===== src/rtl/fc_layer_pkg.sv =====
// Shared types and helpers for the fully-connected layer master.
// State codes, output mode constants and a width-generic saturating add.
package fc_layer_pkg;

  typedef enum logic [2:0] {
    IDLE    = 3'd0,
    LOAD_IN = 3'd1,
    MAC     = 3'd2,
    WRITE   = 3'd3,
    DONE    = 3'd4
  } state_t;

  localparam int BIN_SAT  = 0;
  localparam int BIN_SIGN = 1;

  // Adds two sign-extended operands and clamps to a w-bit signed range.
  function automatic logic signed [63:0] sat_add(
    input logic signed [63:0] a,
    input logic signed [63:0] b,
    input int                 w
  );
    logic signed [64:0] s;
    logic signed [64:0] mx;
    logic signed [64:0] mn;
    s  = 65'(a) + 65'(b);
    mx = (65'sd1 <<< (w - 1)) - 65'sd1;
    mn = -(65'sd1 <<< (w - 1));
    if (s > mx)
      return 64'(mx);
    else if (s < mn)
      return 64'(mn);
    else
      return 64'(s);
  endfunction

endpackage


===== src/rtl/fc_mac_unit.sv =====
// Accumulator for one neuron: gated saturating MAC on weights,
// bias add with threshold or saturation on the closing bias word.
module fc_mac_unit
  import fc_layer_pkg::*;
#(
  parameter int DATA_W       = 16,
  parameter int ACC_W        = 24,
  parameter int BINARIZE_OUT = 1
) (
  input  logic              clk,
  input  logic              reset_n,
  input  logic              clr,
  input  logic              valid,
  input  logic              is_bias,
  input  logic              in_bit,
  input  logic [DATA_W-1:0] data,
  output logic              out_valid,
  output logic [DATA_W-1:0] out_data
);

  logic signed [ACC_W-1:0] acc;
  logic signed [ACC_W-1:0] sum;

  always_comb begin
    sum = ACC_W'(sat_add(64'(acc), 64'($signed(data)), ACC_W));
    out_valid = valid && is_bias;
    if (BINARIZE_OUT == BIN_SIGN)
      out_data = sum[ACC_W-1] ? '0 : DATA_W'(1);
    else
      out_data = DATA_W'(sat_add(64'(sum), 64'sd0, DATA_W));
  end

  always_ff @(posedge clk or negedge reset_n) begin
    if (!reset_n) begin
      acc <= '0;
    end else if (clr) begin
      acc <= '0;
    end else if (valid) begin
      if (is_bias)
        acc <= '0;
      else if (in_bit)
        acc <= sum;
    end
  end

endmodule


===== src/rtl/fc_layer_master.sv =====
// Avalon-MM master computing one fully-connected layer with binary inputs.
// Pipelined reads with bounded outstanding count; results written back.
module fc_layer_master
  import fc_layer_pkg::*;
#(
  parameter int DATA_W          = 16,
  parameter int ADDR_W          = 32,
  parameter int N_IN            = 784,
  parameter int N_OUT           = 200,
  parameter int ACC_W           = 24,
  parameter int MAX_OUTSTANDING = 8,
  parameter int BINARIZE_OUT    = 1
) (
  input  logic                clk,
  input  logic                reset_n,
  input  logic                start,
  input  logic [ADDR_W-1:0]   in_base,
  input  logic [ADDR_W-1:0]   w_base,
  input  logic [ADDR_W-1:0]   b_base,
  input  logic [ADDR_W-1:0]   out_base,
  output logic                busy,
  output logic                done,
  output logic [2:0]          s,
  output logic [ADDR_W-1:0]   address,
  output logic                chipselect,
  output logic                read_n,
  output logic                write_n,
  output logic [DATA_W/8-1:0] byteenable,
  input  logic                waitrequest,
  input  logic [DATA_W-1:0]   readdata,
  input  logic                readdatavalid,
  output logic [DATA_W-1:0]   writedata
);

  localparam int CW = $clog2(N_IN + 1);
  localparam int RW = $clog2(N_OUT + 1);
  localparam int OW = $clog2(MAX_OUTSTANDING + 1);
  localparam logic [CW-1:0] NI  = CW'(N_IN);
  localparam logic [CW-1:0] NI1 = CW'(N_IN - 1);
  localparam logic [RW-1:0] NO  = RW'(N_OUT);
  localparam logic [RW-1:0] NO1 = RW'(N_OUT - 1);
  localparam logic [OW-1:0] MO  = OW'(MAX_OUTSTANDING);

  state_t state, nstate;

  logic [ADDR_W-1:0] in_ptr, w_ptr, b_ptr, o_ptr;
  logic [CW-1:0]     i_col, r_col;
  logic [RW-1:0]     i_row, r_row, w_idx;
  logic [OW-1:0]     outstanding;
  logic [(1<<CW)-1:0] in_bits;
  logic [DATA_W-1:0] out_buf [1<<RW];

  logic              rd_pend, rd_acc, rv, wr_acc;
  logic              is_bias, in_bit, mac_v, mac_ov;
  logic [DATA_W-1:0] mac_out;

  assign chipselect = 1'b1;
  assign byteenable = '1;
  assign s          = state;

  always_comb begin
    rd_pend = (state == LOAD_IN && i_col != NI) ||
              (state == MAC && i_row != NO);
    read_n  = !(rd_pend && outstanding < MO);
    rd_acc  = !read_n && !waitrequest;
    rv      = readdatavalid && outstanding != '0 &&
              (state == LOAD_IN || state == MAC);
    is_bias = r_col == NI;
    in_bit  = in_bits[r_col];
    mac_v   = rv && state == MAC;
    write_n = state != WRITE;
    wr_acc  = !write_n && !waitrequest;
    busy    = state == LOAD_IN || state == MAC || state == WRITE;
    done    = state == DONE;
  end

  always_comb begin
    address   = '0;
    writedata = '0;
    unique case (1'b1)
      state == LOAD_IN: address = in_ptr;
      state == MAC:     address = is_bias_issue() ? b_ptr : w_ptr;
      state == WRITE: begin
        address   = o_ptr;
        writedata = out_buf[w_idx];
      end
      default: ;
    endcase
  end

  function automatic logic is_bias_issue();
    return i_col == NI;
  endfunction

  always_comb begin
    nstate = state;
    unique case (state)
      IDLE:    if (start) nstate = LOAD_IN;
      LOAD_IN: if (rv && r_col == NI1) nstate = MAC;
      MAC:     if (r_row == NO && outstanding == '0) nstate = WRITE;
      WRITE:   if (wr_acc && w_idx == NO1) nstate = DONE;
      DONE:    nstate = IDLE;
      default: nstate = IDLE;
    endcase
  end

  always_ff @(posedge clk or negedge reset_n) begin
    if (!reset_n) begin
      state       <= IDLE;
      in_ptr      <= '0;
      w_ptr       <= '0;
      b_ptr       <= '0;
      o_ptr       <= '0;
      i_col       <= '0;
      r_col       <= '0;
      i_row       <= '0;
      r_row       <= '0;
      w_idx       <= '0;
      outstanding <= '0;
      in_bits     <= '0;
    end else begin
      state <= nstate;
      unique case ({rd_acc, rv})
        2'b10:   outstanding <= outstanding + 1'b1;
        2'b01:   outstanding <= outstanding - 1'b1;
        default: ;
      endcase
      if (state == IDLE && start) begin
        in_ptr <= in_base;
        w_ptr  <= w_base;
        b_ptr  <= b_base;
        o_ptr  <= out_base;
        i_col  <= '0;
        r_col  <= '0;
        i_row  <= '0;
        r_row  <= '0;
        w_idx  <= '0;
      end
      if (rd_acc) begin
        if (state == LOAD_IN) begin
          in_ptr <= in_ptr + 1'b1;
          i_col  <= i_col + 1'b1;
        end else if (i_col == NI) begin
          b_ptr <= b_ptr + 1'b1;
          i_col <= '0;
          i_row <= i_row + 1'b1;
        end else begin
          w_ptr <= w_ptr + 1'b1;
          i_col <= i_col + 1'b1;
        end
      end
      if (rv) begin
        if (state == LOAD_IN) begin
          in_bits[r_col] <= |readdata;
          if (r_col == NI1) begin
            r_col <= '0;
            i_col <= '0;
          end else begin
            r_col <= r_col + 1'b1;
          end
        end else if (is_bias) begin
          r_col <= '0;
          r_row <= r_row + 1'b1;
        end else begin
          r_col <= r_col + 1'b1;
        end
      end
      if (wr_acc) begin
        o_ptr <= o_ptr + 1'b1;
        w_idx <= w_idx + 1'b1;
      end
    end
  end

  // Result buffer is plain storage; contents are only read after being written.
  always_ff @(posedge clk) begin
    if (mac_ov) out_buf[r_row] <= mac_out;
  end

  fc_mac_unit #(
    .DATA_W      (DATA_W),
    .ACC_W       (ACC_W),
    .BINARIZE_OUT(BINARIZE_OUT)
  ) u_mac (
    .clk      (clk),
    .reset_n  (reset_n),
    .clr      (state == IDLE),
    .valid    (mac_v),
    .is_bias  (is_bias),
    .in_bit   (in_bit),
    .data     (readdata),
    .out_valid(mac_ov),
    .out_data (mac_out)
  );

endmodule


===== config.mk =====
export PLATFORM = sky130hd
export DESIGN_NAME = fc_layer_master
export DESIGN_NICKNAME = d
export VERILOG_FILES = /design/src/rtl/fc_layer_pkg.sv /design/src/rtl/fc_mac_unit.sv /design/src/rtl/fc_layer_master.sv
export SDC_FILE = /design/constraint.sdc
export NUM_CORES = 2
export LEC_CHECK = 0
export ABC_AREA = 1
export CAP_MARGIN = 5
export CORE_MARGIN = 2
export CORE_UTILIZATION = 55
export CTS_CLUSTER_DIAMETER = 30
export DETAILED_ROUTE_END_ITERATION = 10
export PLACE_DENSITY = 0.72
export SLEW_MARGIN = 40
export SYNTH_ARGS = -nofsm -noshare
export SYNTH_HDL_FRONTEND = slang
export SYNTH_SLANG_ARGS = --single-unit

===== constraint.sdc =====
create_clock -name clk -period 9.5 [get_ports clk]
set_clock_uncertainty 0.1 [all_clocks]
set_input_delay 1.9 -clock clk [delete_from_list [all_inputs] [get_ports clk]]
set_output_delay 1.9 -clock clk [all_outputs]
set_load 0.05 [all_outputs]

==> impl_metrics.yaml <==
yosys:
  synth-edff-count: 256
  synth_warnings: 0
  synthCells: 10910
  avgSynthCellArea_um2: 7.345
  yosysMostFrequentCell: "nand2_1"
  synth_ff_type: "dfrtp_1"
  synthTopCellsByArea: "dfrtp_1 38%, nand2_1 15%, edfxtp_1 9.6%"
  ys_async_sr_fraction: 0.8274
  synth_top_cell_by_area: "dfrtp_1"
  synth.distinct_cells: 60
  synth_common_cells: "3,102 x nand2_1, 1,379 x o21ai_0, 1,281 x nand3_1, 1,275 x nor2_1, 1,227 x dfrtp_1"
  synth_top_area_frac: 0.3831
  ys_seq_elements: 1483
  synth_seq_area_share: 0.4790
  synth_area_um2: 80150
min_path:
  hold_class: "flop to flop"
timing:
  max_freq_mhz: 147.0
  rsz0062_at_grt: "false"
  period_minus_slack_ps: 6802
  period_share: 0.7160
  slew_headroom: 0.3287
  hold_viol: 0
  setup_viol: 0
  tightest_slew_ps: 1007
  slew_violations: 0
  setup_tns_ps: 0
  whs_ps: 370.1
power:
  leakage_nw: 42.37
  vdd_drop_max_v: 0.0002642
  power.density_cell_area_nw_per_um2: 304.5
  power_mw: 29.29
die:
  row_count: 140
  die-area_um2: 148800
  die_x_um: 385.8
  die_h_um: 385.8
  initial_core_util: 0.5520
  num_io_pins: 207
  design.core.area_um2: 145200
critical_path:
  cp_slowest_cell: "dfrtp_4"
  startpoint_type: "flop"
  cp.arrival_ps: 4800
  cpLargestDelayFamily: "buffers and inverters"
  critical_path.cell_chain: "clkinv_2 > buf_4 > o21ai_0 > o22ai_1 > nand2_1 > nand2_1 > a21oi_1 > o2111ai_1 > nand3_1 > a21oi_1 > buf_2"
  r2r_slack_ps: 3840
  critPathBufInv: 3
  required_ps: 7500
  critPathMaxStageDelay_ps: 690
  cp-end-kind: "output pin"
  worstSetupPathType: "flop to output pin"
  critical_path_peak_fanout: 65
clock_tree:
  cts_sinks: 1483
  clkLatencyLatePin_ps: 940
  clockBufferDepth: 4
  ctsHoldBuffers: 0
  clk_pin_slew_ps: 50
  cts_resized: 0
  cts_setup_buffers: 0
  root_buffer: "clkbuf_16"
  htreeDepth: 5
  numCtsBuffers: 369
  cts_tree: "built"
run_status:
  status: "complete, no violations"
cells_and_area:
  multiInputGateArea_um2: 36050
  post-route-util: 0.6624
  postLayoutCellArea_um2: 96190
  fillCellCount: 11850
  seq_area_um2: 38400
  antenna_cells: 0
  drive_above_1_share: 0.07959
  syn_to_final_growth_pct: 20.01
  layout.nets: 11050
detailed_routing:
  drtPass1Iterations: 6
  vias_per_cell: 5.935
  wl_per_cell_um: 21.00
  drtIter0Drc: 9690
  drc: 0
  antenna_left: 0
  totalWireLength_mm: 274.1
  vias: 77440
grt:
  grt_pass1_wl_mm: 421.5
  antenna_found_initial: 3
  gr-total-overflow: 0
  grt_max_degree: 209
  grt_pass1_vias: 73550
  grt_usage: 0.3616
placed_design:
  portBuffers: 188
  place_congestion: 0.9624
  hpwl_mm: 151.9
  placed_area_um2: 83330
run:
  timing.max_cap.violations: 0
## logic make-up (layout without fill, tap and decap cells)
family	after synthesis	in the layout	share of synthesized area
other cells	2	18	0.00009369
mux	35	35	0.004386
flops	1483	1483	0.4790
compound gates	1779	1779	0.1179
buf+inv	1595	1798	0.07835
fa+ha+maj	46	46	0.007368
xor+xnor	129	129	0.01410
simple gates	5844	5844	0.2988
## worst paths after layout
check,startpoint,to,cells after the start
min in group asynchronous,reset_n,in_bits[596]$_DFFE_PN0P_,1
max,w_idx[0]$_DFFE_PN0P_,writedata[0],11
min,outstanding[0]$_DFFE_PN0P_,outstanding[0]$_DFFE_PN0P_,1
min reg2reg,outstanding[0]$_DFFE_PN0P_,outstanding[0]$_DFFE_PN0P_,1
max in group asynchronous,reset_n,w_idx[1]$_DFFE_PN0P_,4
max reg2reg,r_col[0]$_DFFE_PN0P_,u_mac.acc[21]$_DFFE_PN0P_,19
## state kept, by name, indices dropped and copies added, names as in the netlist
signal / cells
in_ptr: 32
i_row: 8
b_ptr: 32
out_buf: 256
in_bits: 1024
r_row: 8
u_mac.acc: 24
r_col: 10
w_ptr: 32
i_col: 10
w_idx: 8
outstanding: 4
o_ptr: 32
s: 3
## through the flow
stage | std cells | setup WS (ps)
after floorplan | 10930 | 2297
after global placement | 12370 | 3061
after detailed placement | 12390 | 3367
after CTS | 13040 | 2765
after global routing | 13050 | 2544
final | 13050 | 2698
## routing by layer
layer	share of wire	GRT usage
met1	0.40	0.4949
met3	0.11	0.08295
met4	0.045	0.1707
met2	0.44	0.5453
met5	0.000044	0
## final cells by class
class                           count  share of cell area
Clock buffer                      485              0.1083
Sequential cell                  1483              0.3992
Multi-Input combinational cell   7851              0.3748
Clock inverter                    167             0.02298
Tap cell                         1917             0.02493
Timing Repair Buffer              340             0.03798
Inverter                          806             0.03172
## cells in the final DEF (no fill, tap or decap), types with 124 or more instances in the layout
| cell | instances |
|---|---|
| a21oi_1 | 124 |
| clkbuf_16 | 379 |
| clkdlybuf4s50_1 | 186 |
| dfrtp_1 | 1223 |
| edfxtp_1 | 256 |
| inv_1 | 783 |
| nand2_1 | 3085 |
| nand3_1 | 1279 |
| nor2_1 | 1202 |
| o21ai_0 | 1379 |
## power by group
part	leakage (nW)	total (mW)	switching, mW	internal, mW
sequential	18.9	7.71	0.544	7.16
combinational	17.3	8.83	6.42	2.41
clock	6.18	12.8	3.85	8.90
total	42.4	29.3	10.8	18.5
(Power assumes the default switching activity.)
